`src/rtl/demux_seq_pkg.sv`:
```
// Shared types and helpers for the demux channel sequencer.
// Channel-mask support is compiled in with DEMUX_SEQ_MASK_EN.
package demux_seq_pkg;

  localparam int NUM_CH = 4;
  localparam int SEL_W  = 2;
  localparam int GAP_W  = 4;

  typedef enum logic [1:0] {
    IDLE  = 2'd0,
    SHIFT = 2'd1,
    GAP   = 2'd2
  } state_t;

  // Lowest enabled channel at/above `from`; all-ones when none is left.
  function automatic logic [SEL_W-1:0] next_ch(
    input logic [NUM_CH-1:0] mask,
    input logic [SEL_W-1:0]  from,
    input logic              incl
  );
    logic [SEL_W-1:0] r;
    r = '1;
    for (int k = NUM_CH - 1; k >= 0; k--) begin
      if (mask[k] && (k > int'(from) || (incl && k == int'(from))))
        r = SEL_W'(k);
    end
    return r;
  endfunction

  function automatic logic more_after(
    input logic [NUM_CH-1:0] mask,
    input logic [SEL_W-1:0]  from
  );
    logic r;
    r = 1'b0;
    for (int k = 0; k < NUM_CH; k++) begin
      if (mask[k] && k > int'(from))
        r = 1'b1;
    end
    return r;
  endfunction

endpackage

```
`src/rtl/demux_seq_gap_timer.sv`:
```
// Loadable down-counter timing the inter-frame gap.
// done is high on the final counted cycle (or when empty).
module demux_seq_gap_timer
  import demux_seq_pkg::*;
(
  input  logic             clk,
  input  logic             rst_n,
  input  logic             load,
  input  logic [GAP_W-1:0] load_val,
  input  logic             en,
  output logic             done
);

  logic [GAP_W-1:0] cnt;

  always_ff @(posedge clk) begin
    if (!rst_n) begin
      cnt <= '0;
    end else if (load) begin
      cnt <= load_val;
    end else if (en && cnt != '0) begin
      cnt <= cnt - GAP_W'(1);
    end
  end

  assign done = (cnt <= GAP_W'(1));

endmodule

```
`src/rtl/demux_channel_sequencer.sv`:
```
// Serialises 4-bit words onto a 1-to-4 demux, one channel per clock.
// Optional DEMUX_SEQ_MASK_EN adds a per-word channel mask.
module demux_channel_sequencer
  import demux_seq_pkg::*;
#(
  parameter int unsigned GAP_CYCLES = 0,
  parameter logic        IDLE_LEVEL = 1'b0
) (
  input  logic              clk,
  input  logic              rst_n,
  input  logic              in_valid,
  output logic              in_ready,
  input  logic [NUM_CH-1:0] in_data,
`ifdef DEMUX_SEQ_MASK_EN
  input  logic [NUM_CH-1:0] ch_mask,
`endif
  output logic              s1,
  output logic              s0,
  output logic              I,
  output logic              ch_valid,
  output logic              frame_done,
  output logic              busy
);

  localparam logic GAP_EN = (GAP_CYCLES != 0);

  state_t            state_q, state_d;
  logic [SEL_W-1:0]  sel_q, sel_d;
  logic [NUM_CH-1:0] word_q, word_d;
  logic [NUM_CH-1:0] mask_q, mask_d;
  logic [NUM_CH-1:0] mask_in;
  logic              last_q, last_d;
  logic              live_d, bit_d, done_d;
  logic              xfer, start, gap_load, gap_done;

`ifdef DEMUX_SEQ_MASK_EN
  assign mask_in = ch_mask;
`else
  assign mask_in = '1;
`endif

  assign in_ready = (state_q == IDLE) ||
                    (state_q == SHIFT && last_q && !GAP_EN);
  assign xfer = in_valid && in_ready;
  assign busy = (state_q != IDLE);
  assign s1   = sel_q[1];
  assign s0   = sel_q[0];

  demux_seq_gap_timer u_gap (
    .clk      (clk),
    .rst_n    (rst_n),
    .load     (gap_load),
    .load_val (GAP_W'(GAP_CYCLES)),
    .en       (state_q == GAP),
    .done     (gap_done)
  );

  always_comb begin
    state_d  = state_q;
    sel_d    = sel_q;
    word_d   = word_q;
    mask_d   = mask_q;
    start    = 1'b0;
    gap_load = 1'b0;
    case (state_q)
      IDLE: begin
        if (xfer) start = 1'b1;
      end
      SHIFT: begin
        if (!last_q) begin
          sel_d = next_ch(mask_q, sel_q, 1'b0);
        end else if (GAP_EN) begin
          state_d  = GAP;
          sel_d    = '1;
          gap_load = 1'b1;
        end else if (xfer) begin
          start = 1'b1;
        end else begin
          state_d = IDLE;
          sel_d   = '0;
        end
      end
      GAP: begin
        if (gap_done) begin
          state_d = IDLE;
          sel_d   = '0;
        end
      end
      default: begin
        state_d = IDLE;
        sel_d   = '0;
      end
    endcase
    // An empty mask lands on sel=3 with no live channel: one frame_done cycle.
    if (start) begin
      state_d = SHIFT;
      word_d  = in_data;
      mask_d  = mask_in;
      sel_d   = next_ch(mask_in, '0, 1'b1);
    end
    last_d = !more_after(mask_d, sel_d);
    live_d = (state_d == SHIFT) && mask_d[sel_d];
    bit_d  = live_d ? word_d[sel_d] : IDLE_LEVEL;
    done_d = (state_d == SHIFT) && last_d;
  end

  always_ff @(posedge clk) begin
    if (!rst_n) begin
      state_q    <= IDLE;
      sel_q      <= '0;
      word_q     <= '0;
      mask_q     <= '0;
      last_q     <= 1'b0;
      I          <= IDLE_LEVEL;
      ch_valid   <= 1'b0;
      frame_done <= 1'b0;
    end else begin
      state_q    <= state_d;
      sel_q      <= sel_d;
      word_q     <= word_d;
      mask_q     <= mask_d;
      last_q     <= last_d;
      I          <= bit_d;
      ch_valid   <= live_d;
      frame_done <= done_d;
    end
  end

endmodule
```
`config.mk`:
```
export PLATFORM = sky130hd
export DESIGN_NAME = demux_channel_sequencer
export DESIGN_NICKNAME = d
export VERILOG_FILES = /design/src/rtl/demux_seq_pkg.sv /design/src/rtl/demux_seq_gap_timer.sv /design/src/rtl/demux_channel_sequencer.sv
export SDC_FILE = /design/constraint.sdc
export NUM_CORES = 1
export LEC_CHECK = 0
export CAP_MARGIN = 10
export CORE_MARGIN = 2
export CORE_UTILIZATION = 42
export CTS_BUF_LIST = sky130_fd_sc_hd__clkbuf_4 sky130_fd_sc_hd__clkbuf_8
export DETAILED_ROUTE_END_ITERATION = 8
export SETUP_SLACK_MARGIN = 0.05
export SLEW_MARGIN = 15
export SYNTH_ARGS = -nofsm -noshare
export SYNTH_HDL_FRONTEND = slang
export SYNTH_SLANG_ARGS = --single-unit
```
`constraint.sdc`:
```
create_clock -name clk -period 4.2 [get_ports clk]
set_input_delay 1.26 -clock clk [delete_from_list [all_inputs] [get_ports clk]]
set_output_delay 1.26 -clock clk [all_outputs]
set_load 0.03 [all_outputs]
```
==> results of run 1 <==
## power breakdown
group | internal, mW | total (mW) | switching [mW] | leakage, nW
clock network | 0.0355 | 0.0908 | 0.0553 | 0.0177
logic | 0.0382 | 0.0774 | 0.0392 | 0.281
registers | 0.191 | 0.198 | 0.00729 | 0.156
## layer usage
layer | routed length, um | track usage (%) | up-vias
li1 | - | - | 370
met1 | 806 | 17.8 | 340
met2 | 800 | 24.9 | 13
met3 | 63 | 6.14 | 2
met4 | 12 | 4.05 | 0
met5 | 0 | 0 | -
## flip-flops by register name, summed over array words and instances, names as in the netlist, 2 cells and up
register / cells
u_gap.cnt: 4
word_q: 4
mask_q: 3
sel_q: 2
state_q: 2
## cell type report
cell class	instances	area, um2	share of cell area (%)
inverter	4	15.0	1.36
multi-input combinational	75	517	46.8
sequential	19	380	34.4
clock buffer	3	22.5	2.04
clock inverter	1	5.00	0.453
timing repair buffer	13	130	11.8
tap	28	35.0	3.17
## worst max-delay path by stage
stage	slack (ps)	to
floorplan	1640	I
global placement	1030	I
detailed placement	990	I
CTS	1230	in_ready
global route	1140	in_ready
finish	1240	in_ready
## Yosys cell counts
| cell | instances | area [um2] |
|---|---|---|
| and2b_4 | 1 | 10.0 |
| o211a_1 | 3 | 30.0 |
| o31ai_1 | 1 | 7.51 |
| a31oi_1 | 1 | 6.26 |
| a2bb2oi_1 | 1 | 8.76 |
| mux2i_1 | 5 | 50.1 |
| xnor2_1 | 3 | 26.3 |
| o22ai_1 | 1 | 6.26 |
| o21bai_1 | 1 | 7.51 |
| buf_4 | 1 | 7.51 |
| o21ai_0 | 3 | 15.0 |
| a21oi_1 | 4 | 20.0 |
| inv_1 | 4 | 15.0 |
| dfxtp_1 | 19 | 380 |
| a21o_1 | 1 | 7.51 |
| nor3_1 | 3 | 15.0 |
| ha_1 | 3 | 37.5 |
| a211oi_2 | 1 | 12.5 |
| nand2b_1 | 5 | 31.3 |
| clkbuf_1 | 2 | 7.51 |
| nor2_4 | 1 | 11.3 |
| and3_1 | 2 | 12.5 |
| or2_2 | 3 | 18.8 |
| o21a_1 | 2 | 15.0 |
| o21ba_2 | 1 | 10.0 |
| and2b_1 | 1 | 7.51 |
| nor2_1 | 8 | 30.0 |
| nand2_1 | 4 | 15.0 |
| a211oi_1 | 2 | 15.0 |
| nor2b_1 | 4 | 25.0 |
| or3b_1 | 1 | 8.76 |
| and2_1 | 9 | 56.3 |
## metrics by stage
stage / power [mW] / cells / cell area, um2 / utilization [%] / hold WS [ps]
3_3_place_gp: 0.281 / 139 / 1080 / 50.1 / 487
2_1_floorplan: 0.255 / 101 / 927 / - / 464
4_1_cts: 0.373 / 143 / 1100 / 51.4 / 520
5_1_grt: 0.390 / 143 / 1100 / 51.4 / 550
3_5_place_dp: 0.281 / 139 / 1080 / 50.1 / 491
6_report: 0.367 / 143 / 1100 / 51.4 / 515
## kinds of logic (layout without fill, tap and decap cells)
group / count (synthesis) / in the layout / share of synthesized area [%]
buf+inv: 7 / 21 / 3.24
mux: 5 / 5 / 5.40
simple gates: 42 / 42 / 26.0
xor+xnor: 3 / 3 / 2.83
flops: 19 / 19 / 41.0
fa+ha+maj: 3 / 3 / 4.05
compound gates: 22 / 22 / 17.4
==> results.ini, run 1 <==
[worst_setup_path]
critPathSlowestCell = clkdlybuf4s50_1
crit_required_ps = 2940
cp_num_buf_inv = 1
crit_family = buffers and inverters
worstPathArrival_ps = 1700
max_stage_delay_ps = 600
critPathKind = reg -> out
crit_start = state_q[0]
reg2reg_to = last_q
worstSetupStartpointType = flop
crit_fanout = 10
cp.depth = 3
r2r_cells = 8
crit_path_end_kind = output port
r2r-start = u_gap.cnt[0]
cp_cell_sequence = and2b_4, nor2_1, clkdlybuf4s50_1
reg2reg_slack_ps = 2170

[layout]
diodes = 0
layout_commonest_cell = dfxtp_1
layout-drive-gt1-share_pct = 9.57
layout_common_cells = dfxtp_1, clkdlybuf4s50_1, and2_1, nor2_1
finalNetCount = 126
area_delta_synth_final_pct = 19.2
fillerInstances = 221

[yosys]
ys_warn_count = 0
synth_seq_cells = 19
synthesis.nets = 111
synth_cell_type_count = 32
avgSynthCellArea_um2 = 9.18
syn_inst = 101
synthesis.area_um2 = 927
seq_area_frac_synth_pct = 41.0

[sta]
tns_ps = 0
slew_violations = 0
timing.final.crit_share_pct = 70.5
skew_ps = 9.09
setup_violations = 0
timing_hold_violations_final = 0
relSlewSlack_pct = 69.5
period_needed_ps = 2960
setup_slack_ps = 1240
max_freq_ghz = 0.338
worstMarginPinSlew_ps = 456
rsz0062_at_grt = false

[grt]
grt_max_degree = 17
grt-ovfl-total = 0
grt_pass1_wl_mm = 2.94
first_global_vias = 675
antenna_found_initial = 0
track_usage_pct = 15.0

[cts]
insertion_delay_ps = 300
cts_sinks = 19
cts_resized = 0
tritoncts = built
cts_buffer_depth = 2
cts_hold_buf = 0
cts_max_level = 1
postCtsSetupRepairBufs = 0
clk_pin_slew_ps = 110
numCtsBuffers = 3
root_buffer = clkbuf_4

[hold_path]
hold_path_class = reg -> reg
hp-start = mask_q[1]
whs_path_depth = 1
min_to = mask_q[1]

[power]
power.density_nw_per_um2 = 332
ir_drop_uv = 241
leakage_nw = 0.454

[routing]
dr.pass1.iters = 4
ant_nets = 0
post_drt_wl_per_cell_um = 11.8
drt_iter0_drc = 10
vias_per_cell = 5.07
wl_mm = 1.68
drc = 0
vias = 725

[placement]
portBuffers = 13
post-place-ws_ps = 991
dp_hpwl_mm = 1.32
place.gp.congestion = 0.777

[floorplanning]
die_w_um = 51.0
rows = 17
initial_core_util_pct = 43.2
io_pins = 14
dieArea_um2 = 2600
core_area_um2 = 2150
die_h_um = 51.0

[status]
status = completed

[flow_run]
drv_cap = 0

(Power assumes the default switching activity.)
==> inputs of run 2 (changes only) <==
clock period = 2.85 ns   (was 4.2 ns; I/O delays follow)
==> run 2 against run 1 <==
Sequential power is 48% higher. Core utilization is 0.47 points higher. Setup slack worse by 950 ps. Critical path depth stayed put. Non-clock buffer count is 1 higher. Clock skew is 8.3 ps lower. Final cell count is 0.70% higher. Routed wire length is 0.24% lower. Via count is 1.4% lower. Total power is 50% higher. Cell area is 0.91% higher. Critical endpoint unchanged. Highest routed layer unchanged.
==> results.ini, run 2 (synthesized netlist as in run 1, its figures left out) <==
[hold_path]
hp-start = mask_q[1]
hold_path_class = reg -> reg

[sta]
timing.final.crit_share_pct = 89.7
relSlewSlack_pct = 68.8
rsz0062_at_grt = false
worstMarginPinSlew_ps = 467
setup_violations = 0
timing_hold_violations_final = 0
skew_ps = 0.798
period_needed_ps = 2560
slew_violations = 0
tns_ps = 0
hold_slack_ps = 512
max_freq_ghz = 0.391

[worst_setup_path]
worstSetupStartpointType = flop
cp_num_buf_inv = 1
max_stage_delay_ps = 670
r2r-start = u_gap.cnt[0]
crit_fanout = 10
critPathSlowestCell = clkdlybuf4s50_1
crit_family = buffers and inverters
crit_start = state_q[0]
crit_path_end_kind = output port
critPathKind = reg -> out
cp_cell_sequence = and2b_4, nor2_1, clkdlybuf4s50_1
worstPathArrival_ps = 1700
crit_required_ps = 2000

[floorplanning]
core_area_um2 = 2150
io_pins = 14
dieArea_um2 = 2600
die_w_um = 51.0
die_h_um = 51.0
rows = 17
initial_core_util_pct = 43.2

[layout]
fillerInstances = 213
stdcell_count = 144
diodes = 0
area_delta_synth_final_pct = 20.2
fin_area_um2 = 1110
reg_top3 = u_gap.cnt x4, word_q x4, mask_q x3
layout_commonest_cell = dfxtp_1
layout-drive-gt1-share_pct = 10.3
finalNetCount = 127
layout_common_cells = dfxtp_1, clkdlybuf4s50_1, and2_1, nor2_1

[cts]
clk_pin_slew_ps = 100
cts_sinks = 19
cts_max_level = 1
postCtsSetupRepairBufs = 0
cts_resized = 0
numCtsBuffers = 3
root_buffer = clkbuf_4
tritoncts = built
cts_buffer_depth = 2
insertion_delay_ps = 290
cts_hold_buf = 0

[routing]
ant_nets = 0
wl_mm = 1.68
drc = 0
dr.pass1.iters = 4
drt_iter0_drc = 9
vias = 715
post_drt_wl_per_cell_um = 11.7
vias_per_cell = 4.97

[grt]
track_usage_pct = 15.8
first_global_vias = 728
grt_max_degree = 17
grt-ovfl-total = 0
antenna_found_initial = 0
grt_pass1_wl_mm = 3.09

[placement]
place_area_um2 = 1080
place_inst = 140
portBuffers = 13
place.gp.congestion = 0.761
dp_hpwl_mm = 1.30

[power]
leakage_nw = 0.460
power.density_nw_per_um2 = 494
ir_drop_uv = 327

[status]
status = completed

[flow_run]
drv_cap = 0

==> run 2: changes by cell type in the layout (fill, tap and decap cells not counted), sizes merged <==
cell    previous run  this run
clkinv             1         0
clkbuf             3         4
buf                0         1
==> run 2: area by class of cell <==
cell class | instances | area (um2) | area share (%)
Clock buffer | 4 | 30.0 | 2.69
Sequential cell | 19 | 380 | 34.1
Multi-Input combinational cell | 75 | 517 | 46.4
Inverter | 4 | 15.0 | 1.35
Timing Repair Buffer | 14 | 138 | 12.3
Tap cell | 28 | 35.0 | 3.14
==> run 2: worst reg2reg max path, delay by kind of cell, from the launching register on <==
family | cells | cell delay (ps)
AND/OR/NAND/NOR | 3 | 480
adder cells (fa/ha/maj) | 1 | 220
flip-flops | 1 | 370
AO/OA/AOI/OAI | 3 | 800
buffers and inverters | 1 | 90
==> run 2: final timing paths <==
path / endpoint / slack, ps / cells past startpoint
setup / recovery: in_ready / 290 / 3
hold / removal: mask_q[1] / 510 / 1
setup reg to reg: frame_done / 840 / 8
hold reg to reg: mask_q[1] / 510 / 1
==> run 2: layer usage <==
metal	vias up	GRT usage (%)	part of all wire, %	routed length, um
li1	372	-	-	-
met1	331	18.5	49	819
met2	10	26.8	47	797
met3	2	6.14	2.9	49
met4	0	4.05	0.72	12
met5	-	0	0	0
==> run 2: stage by stage <==
step / util [%] / total power, mW / setup slack [ps]
5_1_grt: 51.9 / 0.581 / 184
3_3_place_gp: 50.5 / 0.416 / 231
6_report: 51.9 / 0.551 / 295
2_1_floorplan: - / 0.375 / 690
4_1_cts: 51.9 / 0.562 / 266
3_5_place_dp: 50.5 / 0.415 / 187
==> run 2: power by group <==
part           leakage (nW)  total (mW)  switching, mW  internal [mW]
registers             0.156       0.293         0.0108          0.282
logic                 0.286       0.115         0.0572         0.0578
clock network        0.0184       0.143         0.0794         0.0640
